### config.mk
export PLATFORM = sky130hd
export DESIGN_NAME = wb_width_downsizer
export DESIGN_NICKNAME = d
export VERILOG_FILES = /design/src/rtl/wb_downsizer_pkg.sv /design/src/rtl/wb_width_downsizer.sv
export SDC_FILE = /design/constraint.sdc
export NUM_CORES = 1
export LEC_CHECK = 0
export BUFFER_PORTS_ARGS = -buffer_cell sky130_fd_sc_hd__clkbuf_2
export CORE_MARGIN = 5
export CORE_UTILIZATION = 52
export DETAILED_ROUTE_END_ITERATION = 10
export GPL_ROUTABILITY_DRIVEN = 0
export MAX_ROUTING_LAYER = met4
export PLACE_DENSITY = 0.82
export SLEW_MARGIN = 20
export SYNTH_ARGS = -nofsm -noshare
export SYNTH_HDL_FRONTEND = slang
export SYNTH_SLANG_ARGS = --single-unit
### constraint.sdc
create_clock -name clk_i -period 3.3 [get_ports clk_i]
set_input_delay 0.165 -clock clk_i [delete_from_list [all_inputs] [get_ports clk_i]]
set_output_delay 0.165 -clock clk_i [all_outputs]
set_load 0.1 [all_outputs]
### src/rtl/wb_downsizer_pkg.sv
// Shared types and helpers for the Wishbone width downsizer.
package wb_downsizer_pkg;

    typedef enum logic [2:0] {
        IDLE = 3'd0,
        BEAT = 3'd1,
        GAP  = 3'd2,
        DONE = 3'd3,
        ERR  = 3'd4
    } state_t;

    localparam int MAX_RATIO = 64;

    // Lowest beat index above cur whose byte-select slice is nonzero; returns ratio when none is left.
    function automatic int next_beat(input logic [MAX_RATIO-1:0] nz, input int cur, input int ratio);
        int r;
        r = ratio;
        for (int b = MAX_RATIO - 1; b >= 0; b--) begin
            if (b < ratio && b > cur && nz[b]) r = b;
        end
        return r;
    endfunction

endpackage

### src/rtl/wb_width_downsizer.sv
// Wishbone classic-cycle downsizer: splits each wide slave access into big-endian narrow master beats.
//
// state | meaning
// IDLE  | waiting for a slave request; latches the request fields
// BEAT  | master strobe asserted for the current beat
// GAP   | one cycle with strobe low between beats, cycle kept high
// DONE  | one-cycle slave acknowledge with assembled read data
// ERR   | one-cycle slave error
module wb_width_downsizer
    import wb_downsizer_pkg::*;
#(
    parameter int SDW = 32,
    parameter int MDW = 16,
    parameter int SAW = 21,
    localparam int RATIO = SDW / MDW,
    localparam int BW = $clog2(RATIO),
    localparam int MAW = SAW + BW,
    localparam int SSW = SDW / 8,
    localparam int MSW = MDW / 8
) (
    input  logic           clk_i,
    input  logic           rst_ni,
    input  logic           s_cyc_i,
    input  logic           s_stb_i,
    input  logic           s_we_i,
    input  logic [SAW-1:0] s_adr_i,
    input  logic [SSW-1:0] s_sel_i,
    input  logic [SDW-1:0] s_dat_i,
    output logic [SDW-1:0] s_dat_o,
    output logic           s_ack_o,
    output logic           s_err_o,
    output logic           m_cyc_o,
    output logic           m_stb_o,
    output logic           m_we_o,
    output logic [MAW-1:0] m_adr_o,
    output logic [MSW-1:0] m_sel_o,
    output logic [MDW-1:0] m_dat_o,
    input  logic [MDW-1:0] m_dat_i,
    input  logic           m_ack_i,
    input  logic           m_err_i
);

    state_t         state_q;
    logic [BW-1:0]  beat_q;
    logic [SAW-1:0] adr_q;
    logic           we_q;
    logic [SSW-1:0] sel_q;
    logic [SDW-1:0] dat_q;
    logic [SDW-1:0] rd_q;

    logic [MAX_RATIO-1:0] nz_in;
    logic [MAX_RATIO-1:0] nz_q;
    int                   first_beat;
    int                   nxt_beat;

    always_comb begin
        nz_in = '0;
        nz_q  = '0;
        for (int b = 0; b < RATIO; b++) begin
            nz_in[b] = |s_sel_i[SSW-1-b*MSW -: MSW];
            nz_q[b]  = |sel_q[SSW-1-b*MSW -: MSW];
        end
        first_beat = next_beat(nz_in, -1, RATIO);
        nxt_beat   = next_beat(nz_q, int'(beat_q), RATIO);
    end

    always_ff @(posedge clk_i or negedge rst_ni) begin
        if (!rst_ni) begin
            state_q <= IDLE;
            beat_q  <= '0;
            adr_q   <= '0;
            we_q    <= 1'b0;
            sel_q   <= '0;
            dat_q   <= '0;
            rd_q    <= '0;
        end else begin
            case (state_q)
                IDLE: begin
                    if (s_cyc_i && s_stb_i) begin
                        adr_q <= s_adr_i;
                        we_q  <= s_we_i;
                        sel_q <= s_sel_i;
                        dat_q <= s_dat_i;
                        rd_q  <= '0;
                        if (s_sel_i == '0) begin
                            beat_q  <= '0;
                            state_q <= DONE;
                        end else begin
                            beat_q  <= BW'(first_beat);
                            state_q <= BEAT;
                        end
                    end
                end
                BEAT: begin
                    // A slave abort wins over anything the master returns this cycle.
                    if (!s_cyc_i) begin
                        state_q <= IDLE;
                    end else if (m_err_i) begin
                        state_q <= ERR;
                    end else if (m_ack_i) begin
                        if (!we_q) begin
                            for (int b = 0; b < RATIO; b++) begin
                                if (beat_q == BW'(b)) rd_q[SDW-1-b*MDW -: MDW] <= m_dat_i;
                            end
                        end
                        if (nxt_beat < RATIO) begin
                            beat_q  <= BW'(nxt_beat);
                            state_q <= GAP;
                        end else begin
                            state_q <= DONE;
                        end
                    end
                end
                GAP:     state_q <= s_cyc_i ? BEAT : IDLE;
                default: state_q <= IDLE;
            endcase
        end
    end

    always_comb begin
        m_sel_o = '0;
        m_dat_o = '0;
        for (int b = 0; b < RATIO; b++) begin
            if (beat_q == BW'(b)) begin
                m_sel_o = sel_q[SSW-1-b*MSW -: MSW];
                m_dat_o = dat_q[SDW-1-b*MDW -: MDW];
            end
        end
    end

    assign m_cyc_o = (state_q == BEAT) || (state_q == GAP);
    assign m_stb_o = (state_q == BEAT);
    assign m_we_o  = we_q;
    assign m_adr_o = {adr_q, beat_q};
    assign s_ack_o = (state_q == DONE);
    assign s_err_o = (state_q == ERR);
    assign s_dat_o = rd_q;

endmodule

==> flow_metrics.py <==
metrics = {
    "cells_and_area": {
        "drive_above_1_share_pct": 63.0,
        "utilization_pct": 65.4,
        "syn_to_final_growth_pct": 24.0,
        "nets": 488,
        "n_antenna_cell": 0,
    },
    "timing": {
        "slew_headroom_pct": 40.4,
        "min_period_ps": 2260,
        "fin_crit_sh_pct": 68.4,
        "tns_ps": 0,
        "worst_pin_slew_ps": 894,
        "setup_violations": 0,
        "rsz0062_at_grt": "no",
        "finClkSkew_ps": 11.3,
        "hold_viol": 0,
        "slew_viol_final": 0,
        "timing.fmax_ghz": 0.443,
    },
    "die": {
        "num_rows": 32,
        "core_mm2": 0.00761,
        "ios": 157,
        "start_util_pct": 52.8,
        "die_width_um": 97.9,
        "die_y_um": 97.9,
        "die_area_mm2": 0.00958,
    },
    "power_and_ir_drop": {
        "p_sw_mw": 1.90,
        "p_int_mw": 2.06,
        "pwr-share-seq_pct": 36.6,
        "p_clk_share_pct": 19.1,
        "comb_power_share_pct": 44.4,
        "power_density_mw_per_mm2": 796,
        "peakVddDrop_v": 0.000542,
        "switching_share_pct": 48.0,
        "p_leak_nw": 2.44,
    },
    "global_route": {
        "grt_overflow": 0,
        "grt_pass1_vias": 3178,
        "antenna_found_initial": 0,
        "grt_usage_pct": 20.4,
        "grt_max_degree": 58,
        "grt_pass1_wl_um": 15500,
    },
    "cts": {
        "clockBufferDepth": 2,
        "htreeDepth": 3,
        "cts_tree": "yes",
        "clk_pin_slew_ps": 100,
        "cts-root-buf": "clkbuf_8",
        "clkLatencyLatePin_ps": 350,
        "cts_inserted_buffers": 9,
        "cts.sink_count": 94,
    },
    "route": {
        "post_drt_wl_per_cell_um": 17.7,
        "vias_per_cell": 5.45,
        "totalWireLength_um": 9090,
        "drtAntennaViolNets": 0,
        "drcViolationCount": 0,
        "vias": 2808,
        "drtPass1Iterations": 4,
        "drt_iter0_drc": 123,
    },
    "setup_path": {
        "startpoint_type": "register",
        "crit_path_end_kind": "primary output",
        "slowest_stage": "dfrtp_1",
        "critPathMaxStageDelay_ps": 940,
        "path_buf_inv": 1,
        "worstPathRequired_ps": 3130,
        "path_cells": "mux2_2 > clkbuf_2",
        "cpLargestDelayFamily": "flip-flops",
        "worstPathArrival_ps": 2090,
        "crit_path_max_fanout": 23,
        "critPathKind": "register to primary output",
    },
    "yosys": {
        "syn_nets": 339,
        "syn_area_mm2": 0.00401,
        "synth_warnings": 0,
        "yosysTopAreaCell": "dfrtp_1",
        "synthCells": 259,
        "async_reset_ff_share_pct": 100,
        "yosysSeqAreaShare_pct": 58.6,
        "avgSynthCellArea_um2": 15.5,
        "synthDistinctLibCells": 38,
        "synth-edff-count": 0,
        "netlist_top_cells_count": "dfrtp_1, mux2_2, a32o_1, mux2_4, buf_6",
        "ys_top_cells_by_area": "dfrtp_1, mux2_2, a32o_1",
        "ys_ff_latch": 94,
        "synth_most_common_cell": "dfrtp_1",
        "synthFlopType": "dfrtp_1",
        "netlist.area_leader.share_pct": 58.6,
    },
    "outcome": {
        "status": "finished clean",
    },
    "job": {
        "drv_cap": 0,
    },
    "placed_design": {
        "io_buffers": 156,
        "dp_hpwl_um": 6780,
    },
    "worst_hold_path": {
        "hold_class": "primary input to register",
    },
}
[registers in the layout, summed over array words and instances, names as in the netlist]
name     count
m_we_o       1
state_q      3
adr_q       21
dat_q       32
s_dat_o     32
sel_q        4
beat_q       1
[worst reg2reg max path: stages (launching register included)]
cell and delay, ps:
dfrtp_1 720, nor4b_1 610, and2_1 580, a32o_1 270
[final cells by class]
class | instances | area, um2
well taps | 102 | 128
clock buffers | 9 | 124
flip-flops and latches | 94 | 2350
clock inverters | 7 | 72.6
fillers | 597 | 2630
inverters | 1 | 5.00
repair buffers | 160 | 828
multi-input cells | 142 | 1470
[power groups by stage]
| stage | sequential (mW) | combinational, mW | clock, mW |
|---|---|---|---|
| after CTS | 1.45 | 1.77 | 0.780 |
| final | 1.45 | 1.76 | 0.755 |
| after detailed placement | 1.47 | 1.77 | 0 |
| after global placement | 1.46 | 1.75 | 0 |
| after global routing | 1.48 | 1.82 | 0.833 |
| after floorplan | 1.96 | 0.996 | 0 |
[metal layers]
metal	track usage, %	wire length (um)	vias up
li1	-	-	1280
met1	22.8	3500	1419
met2	35.4	4920	88
met3	4.36	400	21
met4	8.52	269	0
met5	-	0	-
[final timing paths]
check	start	endpoint	slack (ps)	cells past startpoint
max	beat_q$_DFFE_PN0P_	m_dat_o[7]	1040	2
min	s_dat_i[28]	dat_q[28]$_DFFE_PN0P_	30	2
max reg2reg	beat_q$_DFFE_PN0P_	s_dat_o[20]$_DFFE_PN0P_	1080	3
min reg2reg	s_dat_o[1]$_DFFE_PN0P_	s_dat_o[1]$_DFFE_PN0P_	500	1
max in group asynchronous	rst_ni	s_dat_o[14]$_DFFE_PN0P_	2090	3
min in group asynchronous	rst_ni	dat_q[6]$_DFFE_PN0P_	400	2
[stage by stage]
step                      setup slack [ps]  cells  hold slack (ps)  cell area [um2]  power (mW)
after floorplan                        400    259             -131             4010        2.95
after global placement                1140    498              257             4770        3.21
after detailed placement              1080    498              271             4770        3.24
after CTS                             1010    515             14.7             4980        4.00
after global routing                   841    515             13.0             4980        4.13
final                                 1040    515             35.0             4980        3.96
[cell families (layout without fill, tap and decap cells)]
group | after synthesis | after routing | synth area share [%]
compound gates | 45 | 45 | 10.7
flops | 94 | 94 | 58.6
simple gates | 20 | 20 | 3.46
buf+inv | 23 | 177 | 4.83
mux | 77 | 77 | 22.4
[timing repair]
action / in CTS / in global routing
hold buffers: 1 / 0
resized for setup: 0 / 0
hold endpoints to repair: 55 / 0
buffers inserted: 0 / 0
[placed cells by master (no fill, tap or decap)]
master	netlist	layout
and2_4	1	1
nand2b_1	2	2
buf_4	5	3
nor4_1	1	1
o311ai_0	1	1
or3b_4	1	1
nor3_2	1	1
a32o_1	32	32
nand2_1	2	2
mux2i_1	1	1
nor3b_1	2	2
and4b_1	1	1
clkinv_2	1	3
clkbuf_8	0	9
clkinvlp_4	0	2
mux2_2	67	67
dfrtp_1	94	94
o221ai_2	2	2
mux2_4	9	9
buf_12	0	1
and3_1	2	1
or2_2	1	1
a21oi_1	2	2
and2_1	1	1
a21o_1	1	1
o21ai_0	2	2
dlygate4sd3_1	0	1
inv_6	0	2
clkbuf_2	0	155
bufinv_16	0	1
a32oi_1	1	1
o21ba_2	1	1
a41oi_1	1	1
nor2_1	2	2
a211oi_1	1	1
and3_2	0	1
nor4b_1	1	1
nor2b_1	1	1
nor4bb_1	1	1
o21bai_1	1	1
No activity file was read; power rests on OpenSTA's default activity.
